`src/rtl/button_conditioner_if.sv`:
```
// Button bundle between the board pins and the calculator button inputs.
interface button_conditioner_if #(
    parameter int NUM_BTN = 3
);
    logic [NUM_BTN-1:0] btn_raw;
    logic [NUM_BTN-1:0] btn_level;
    logic [NUM_BTN-1:0] btn_press;
    logic [NUM_BTN-1:0] btn_release;

    modport master (
        output btn_raw,
        input  btn_level,
        input  btn_press,
        input  btn_release
    );

    modport slave (
        input  btn_raw,
        output btn_level,
        output btn_press,
        output btn_release
    );
endinterface

```
`src/rtl/button_conditioner.sv`:
```
// Per-button synchroniser, debouncer and press/release pulse generator.
// Define BTN_AUTOREPEAT_EN to add auto-repeat press pulses while held.
module button_conditioner #(
    parameter int NUM_BTN         = 3,
    parameter int SYNC_STAGES     = 2,
    parameter int DEBOUNCE_CYCLES = 1000000,
    parameter int REPEAT_DELAY    = 50000000,
    parameter int REPEAT_PERIOD   = 10000000
) (
    input  logic                 clk,
    input  logic                 reset,
    button_conditioner_if.slave  btn
);
    localparam int CW = $clog2(DEBOUNCE_CYCLES + 1);
    localparam logic [CW-1:0] CNT_MAX = CW'(DEBOUNCE_CYCLES);
    localparam logic [CW-1:0] CNT_ONE = CW'(1);
`ifdef BTN_AUTOREPEAT_EN
    localparam int HW = $clog2(REPEAT_DELAY + REPEAT_PERIOD + 1);
    localparam logic [HW-1:0] HOLD_ONE   = HW'(1);
    localparam logic [HW-1:0] HOLD_FIRST = HW'(REPEAT_DELAY);
    localparam logic [HW-1:0] HOLD_NEXT  = HW'(REPEAT_DELAY + REPEAT_PERIOD);
`endif

    typedef enum logic [1:0] {
        IDLE_LOW,
        WAIT_HIGH,
        HELD_HIGH,
        WAIT_LOW
    } state_e;

    logic [NUM_BTN-1:0] level_v;
    logic [NUM_BTN-1:0] press_v;
    logic [NUM_BTN-1:0] release_v;

    for (genvar i = 0; i < NUM_BTN; i++) begin : g_ch
        logic [SYNC_STAGES-1:0] sync_q;
        logic                   sync;
        state_e                 state_q, state_d;
        logic [CW-1:0]          cnt_q, cnt_d;
        logic                   level_q, level_d;
        logic                   press_q, press_d;
        logic                   release_q, release_d;
`ifdef BTN_AUTOREPEAT_EN
        logic [HW-1:0]          hold_q, hold_d, hold_inc;

        assign hold_inc = hold_q + HOLD_ONE;
`endif

        assign sync = sync_q[SYNC_STAGES-1];

        always_ff @(posedge clk) begin
            if (reset) begin
                sync_q    <= '0;
                state_q   <= IDLE_LOW;
                cnt_q     <= '0;
                level_q   <= 1'b0;
                press_q   <= 1'b0;
                release_q <= 1'b0;
`ifdef BTN_AUTOREPEAT_EN
                hold_q    <= '0;
`endif
            end else begin
                sync_q    <= {sync_q[SYNC_STAGES-2:0], btn.btn_raw[i]};
                state_q   <= state_d;
                cnt_q     <= cnt_d;
                level_q   <= level_d;
                press_q   <= press_d;
                release_q <= release_d;
`ifdef BTN_AUTOREPEAT_EN
                hold_q    <= hold_d;
`endif
            end
        end

        always_comb begin
            state_d   = state_q;
            cnt_d     = cnt_q;
            level_d   = level_q;
            press_d   = 1'b0;
            release_d = 1'b0;
`ifdef BTN_AUTOREPEAT_EN
            hold_d    = hold_q;
`endif
            unique case (state_q)
                IDLE_LOW: begin
                    if (sync) begin
                        state_d = WAIT_HIGH;
                        cnt_d   = CNT_ONE;
                    end
                end
                WAIT_HIGH: begin
                    if (!sync) begin
                        state_d = IDLE_LOW;
                        cnt_d   = '0;
                    end else if (cnt_q >= CNT_MAX) begin
                        state_d = HELD_HIGH;
                        cnt_d   = '0;
                        level_d = 1'b1;
                        press_d = 1'b1;
`ifdef BTN_AUTOREPEAT_EN
                        hold_d  = '0;
`endif
                    end else begin
                        cnt_d = cnt_q + CNT_ONE;
                    end
                end
                HELD_HIGH: begin
                    // a bounce low freezes the hold counter where it is
                    if (!sync) begin
                        state_d = WAIT_LOW;
                        cnt_d   = CNT_ONE;
                    end
`ifdef BTN_AUTOREPEAT_EN
                    else if (hold_inc == HOLD_NEXT) begin
                        hold_d  = HOLD_FIRST;
                        press_d = 1'b1;
                    end else begin
                        hold_d  = hold_inc;
                        press_d = (hold_inc == HOLD_FIRST);
                    end
`endif
                end
                WAIT_LOW: begin
                    if (sync) begin
                        state_d = HELD_HIGH;
                        cnt_d   = '0;
`ifdef BTN_AUTOREPEAT_EN
                        hold_d  = '0;
`endif
                    end else if (cnt_q >= CNT_MAX) begin
                        state_d   = IDLE_LOW;
                        cnt_d     = '0;
                        level_d   = 1'b0;
                        release_d = 1'b1;
`ifdef BTN_AUTOREPEAT_EN
                        hold_d    = '0;
`endif
                    end else begin
                        cnt_d = cnt_q + CNT_ONE;
                    end
                end
                default: begin
                    state_d = IDLE_LOW;
                end
            endcase
        end

        assign level_v[i]   = level_q;
        assign press_v[i]   = press_q;
        assign release_v[i] = release_q;
    end

    assign btn.btn_level   = level_v;
    assign btn.btn_press   = press_v;
    assign btn.btn_release = release_v;
endmodule

```
`src/flat_wrapper.sv`:
```
// flat-port wrapper written by rule: the top's interface ports become plain ports
module button_conditioner_flat 
#(
    parameter int NUM_BTN         = 3,
    parameter int SYNC_STAGES     = 2,
    parameter int DEBOUNCE_CYCLES = 1000000,
    parameter int REPEAT_DELAY    = 50000000,
    parameter int REPEAT_PERIOD   = 10000000
)
  (clk, reset, btn_btn_raw, btn_btn_level, btn_btn_press, btn_btn_release);
  button_conditioner_if #(.NUM_BTN(NUM_BTN)) btn_i ();
  input  logic clk;
  input  logic reset;
  input wire logic [$bits(btn_i.btn_raw)-1:0] btn_btn_raw;
  output wire logic [$bits(btn_i.btn_level)-1:0] btn_btn_level;
  output wire logic [$bits(btn_i.btn_press)-1:0] btn_btn_press;
  output wire logic [$bits(btn_i.btn_release)-1:0] btn_btn_release;
  assign btn_i.btn_raw = btn_btn_raw;
  assign btn_btn_level = btn_i.btn_level;
  assign btn_btn_press = btn_i.btn_press;
  assign btn_btn_release = btn_i.btn_release;
  button_conditioner #(.NUM_BTN(NUM_BTN), .SYNC_STAGES(SYNC_STAGES), .DEBOUNCE_CYCLES(DEBOUNCE_CYCLES), .REPEAT_DELAY(REPEAT_DELAY), .REPEAT_PERIOD(REPEAT_PERIOD)) u_core (.clk(clk), .reset(reset), .btn(btn_i));
endmodule
```
`config.mk`:
```
export PLATFORM = sky130hd
export DESIGN_NAME = button_conditioner_flat
export DESIGN_NICKNAME = d
export VERILOG_FILES = /design/src/rtl/button_conditioner_if.sv /design/src/rtl/button_conditioner.sv /design/src/flat_wrapper.sv
export SDC_FILE = /design/constraint.sdc
export NUM_CORES = 1
export LEC_CHECK = 0
export ABC_AREA = 1
export CORE_MARGIN = 2
export CORE_UTILIZATION = 40
export CTS_CLUSTER_DIAMETER = 60
export CTS_CLUSTER_SIZE = 40
export DETAILED_ROUTE_END_ITERATION = 16
export GPL_TIMING_DRIVEN = 0
export SYNTH_ARGS = -nofsm -noshare
export SYNTH_HDL_FRONTEND = slang
export SYNTH_SLANG_ARGS = --single-unit
```
`constraint.sdc`:
```
create_clock -name clk -period 3 [get_ports clk]
set_clock_uncertainty 0.05 [all_clocks]
set_input_delay 0.75 -clock clk [delete_from_list [all_inputs] [get_ports clk]]
set_output_delay 0.75 -clock clk [all_outputs]
set_load 0.05 [all_outputs]
```
==> results_dict.tcl <==
set metrics [dict create \
    synth_nets 711 \
    cts_buffer_depth 2 \
    syn_to_final_growth_pct 13.9 \
    yosysTopAreaCell "dfxtp_1" \
    cts_sinks 81 \
    start_util 0.415 \
    worst_slack_ps 628 \
    worst_slew_pin_slew_ps 681 \
    gp_congestion 0.910 \
    fill_cells 1133 \
    synth.distinct_cells 35 \
    ant_nets 0 \
    yosysWarnings 0 \
    cts.clk_slew.worst_paths_ps 60 \
    htreeDepth 3 \
    cts_hold_buf 0 \
    critPathLaunch "u_core.g_ch[2].level_q$_SDFFE_PP0P_" \
    grt_setup_unrepaired "no" \
    grt_max_degree 16 \
    ioPinCount 14 \
    cts_root_buf "clkbuf_16" \
    numCtsBuffers 9 \
    max_slew_margin 0.546 \
    vdd_drop_max_mv 0.318 \
    period_minus_slack_ps 2370 \
    min_path_type "reg2reg" \
    synth_area_per_cell_um2 6.52 \
    netlist_instances 700 \
    final_common_cell "nand2_1" \
    first_iter_violations 221 \
    dp_hpwl_um 7600 \
    worst-setup-path-type "reg2out" \
    drive_gt1_frac 0.106 \
    coreArea_um2 11000 \
    synth_area_um2 4560 \
    power_density_nw_per_um2 461 \
    synth-seq-area-share 0.356 \
    cts_tree "done" \
    synth_top_area_frac 0.356 \
    critPathRequiredTime_ps 2200 \
    antenna_found_initial 0 \
    start_kind "register" \
    pre_cts_slack_ps 420 \
    rows 38 \
    drcViolationCount 0 \
    finalSetupViolCount 0 \
    dr.pass1.iters 5 \
    hold_depth 2 \
    worstPathArrival_ps 1570 \
    grt_pass1_vias 3840 \
    fin_nets 735 \
    fmax_ghz 0.422 \
    drv_slew 0 \
    die_y_um 111 \
    cts_setup_buffers 0 \
    reg2reg_from "u_core.g_ch[1].cnt_q[0]$_SDFFE_PP0P_" \
    synthTopCellsByArea "dfxtp_1, nand2_1, nor2_1" \
    finalWirelength_um 10300 \
    grt_pass1_wl_um 17800 \
    tns_ps 0 \
    die-area_um2 12300 \
    portBuffers 13 \
    worstPathMaxFanout 2 \
    hold_viol_final 0 \
    cap_violations 0 \
    diodes 0 \
    leakage_nw 2.04 \
    worstSetupEndpointType "output pin" \
    dieWidth_um 111 \
    grt_util_all_layers 0.173 \
    rrSetupSlack_ps 1200 \
    area.sequential_um2 1620 \
    clk_latency_ps 340 \
    most-common-layout-cells "nand2_1, nor2_1, inv_1" \
    fin_crit_sh 0.791 \
    grt-ovfl-total 0 \
    ys_ff_latch 81 \
    outcome "complete, no violations" \
    rr_endpoint "u_core.g_ch[1].cnt_q[14]$_SDFFE_PP0P_" \
    vias_per_cell 4.87 \
    multi_input_area_um2 2390 \
    wl_per_cell_um 11.9 \
    vias 4234 \
    crit_path_end "btn_btn_level[2]" \
    r2r_cells 8 \
    post_cts_resize_count 0 \
]
[final cells by class]
type | count | area share
repair buffers | 13 | 0.0251
plain buffers | 23 | 0.0325
clock inverters | 7 | 0.0195
well taps | 140 | 0.0337
inverters | 102 | 0.0737
multi-input cells | 494 | 0.460
clock buffers | 9 | 0.0434
flip-flops and latches | 81 | 0.312
[flip-flops by register name, indices dropped and copies added, names as in the netlist, named ones only]
| name | flops |
|---|---|
| u_core.g_ch.state_q | 3 |
| u_core.g_ch.level_q | 3 |
| u_core.g_ch.release_q | 3 |
| u_core.g_ch.sync_q | 6 |
| u_core.g_ch.cnt_q | 60 |
| u_core.g_ch.press_q | 3 |
[worst min path at each step]
stage | slack [ps] | start | to
final | 350 | u_core.g_ch[1].sync_q[0]$_SDFF_PP0_ | u_core.g_ch[1].sync_q[1]$_SDFF_PP0_
after global routing | 390 | u_core.g_ch[1].sync_q[0]$_SDFF_PP0_ | u_core.g_ch[1].sync_q[1]$_SDFF_PP0_
after CTS | 360 | u_core.g_ch[1].sync_q[0]$_SDFF_PP0_ | u_core.g_ch[1].sync_q[1]$_SDFF_PP0_
after detailed placement | 350 | u_core.g_ch[1].sync_q[0]$_SDFF_PP0_ | u_core.g_ch[1].sync_q[1]$_SDFF_PP0_
after global placement | 350 | u_core.g_ch[1].sync_q[0]$_SDFF_PP0_ | u_core.g_ch[1].sync_q[1]$_SDFF_PP0_
after floorplan | 340 | u_core.g_ch[0].sync_q[0]$_SDFF_PP0_ | u_core.g_ch[0].sync_q[1]$_SDFF_PP0_
[cells by family (layout without fill, tap and decap cells)]
group | after synthesis | in the layout | synth area share
AO/OA/AOI/OAI | 86 | 86 | 0.101
flip-flops | 81 | 81 | 0.356
adder cells (fa/ha/maj) | 6 | 6 | 0.0165
AND/OR/NAND/NOR | 389 | 389 | 0.379
XOR/XNOR | 13 | 13 | 0.0266
buffers and inverters | 125 | 154 | 0.121
[worst max-delay path, stage by stage, from the launching register on]
cell,delay [ps]
dfxtp_1,340
buf_4,100
clkdlybuf4s50_1,790
[power by group]
| part | total [mW] | internal [mW] | switching [mW] |
|---|---|---|---|
| registers | 1.09 | 1.08 | 0.00773 |
| clock network | 1.21 | 0.736 | 0.471 |
| logic | 0.0933 | 0.0268 | 0.0665 |
[Yosys cell counts (all sizes together)]
| cell | count |
|---|---|
| a21o | 1 |
| a21oi | 47 |
| a31o | 1 |
| a31oi | 1 |
| and2 | 1 |
| and3 | 1 |
| buf | 17 |
| clkbuf | 6 |
| dfxtp | 81 |
| ha | 6 |
| inv | 102 |
| nand2 | 183 |
| nand3 | 49 |
| nand3b | 2 |
| nand4 | 17 |
| nor2 | 120 |
| nor3 | 12 |
| nor4 | 2 |
| o21a | 1 |
| o21ai | 34 |
| o21bai | 1 |
| or2 | 2 |
| xnor2 | 3 |
| xor2 | 10 |
[metal layers]
layer	GRT usage	routed length, um
met5	0	0
met4	0.0542	121
met3	0.0361	476
met2	0.278	4660
met1	0.235	5070
[stage by stage]
| stage | std cells | cell area, um2 | power [mW] | util | hold slack [ps] |
|---|---|---|---|---|---|
| final | 869 | 5190 | 2.39 | 0.473 | 352 |
| after global routing | 869 | 5190 | 2.47 | 0.473 | 387 |
| after CTS | 869 | 5190 | 2.43 | 0.473 | 355 |
| after detailed placement | 853 | 4870 | 1.21 | 0.443 | 353 |
| after global placement | 853 | 4870 | 1.21 | 0.443 | 346 |
| after floorplan | 700 | 4560 | 1.18 | - | 338 |
Note: power is estimated with default switching activity, not from simulation.
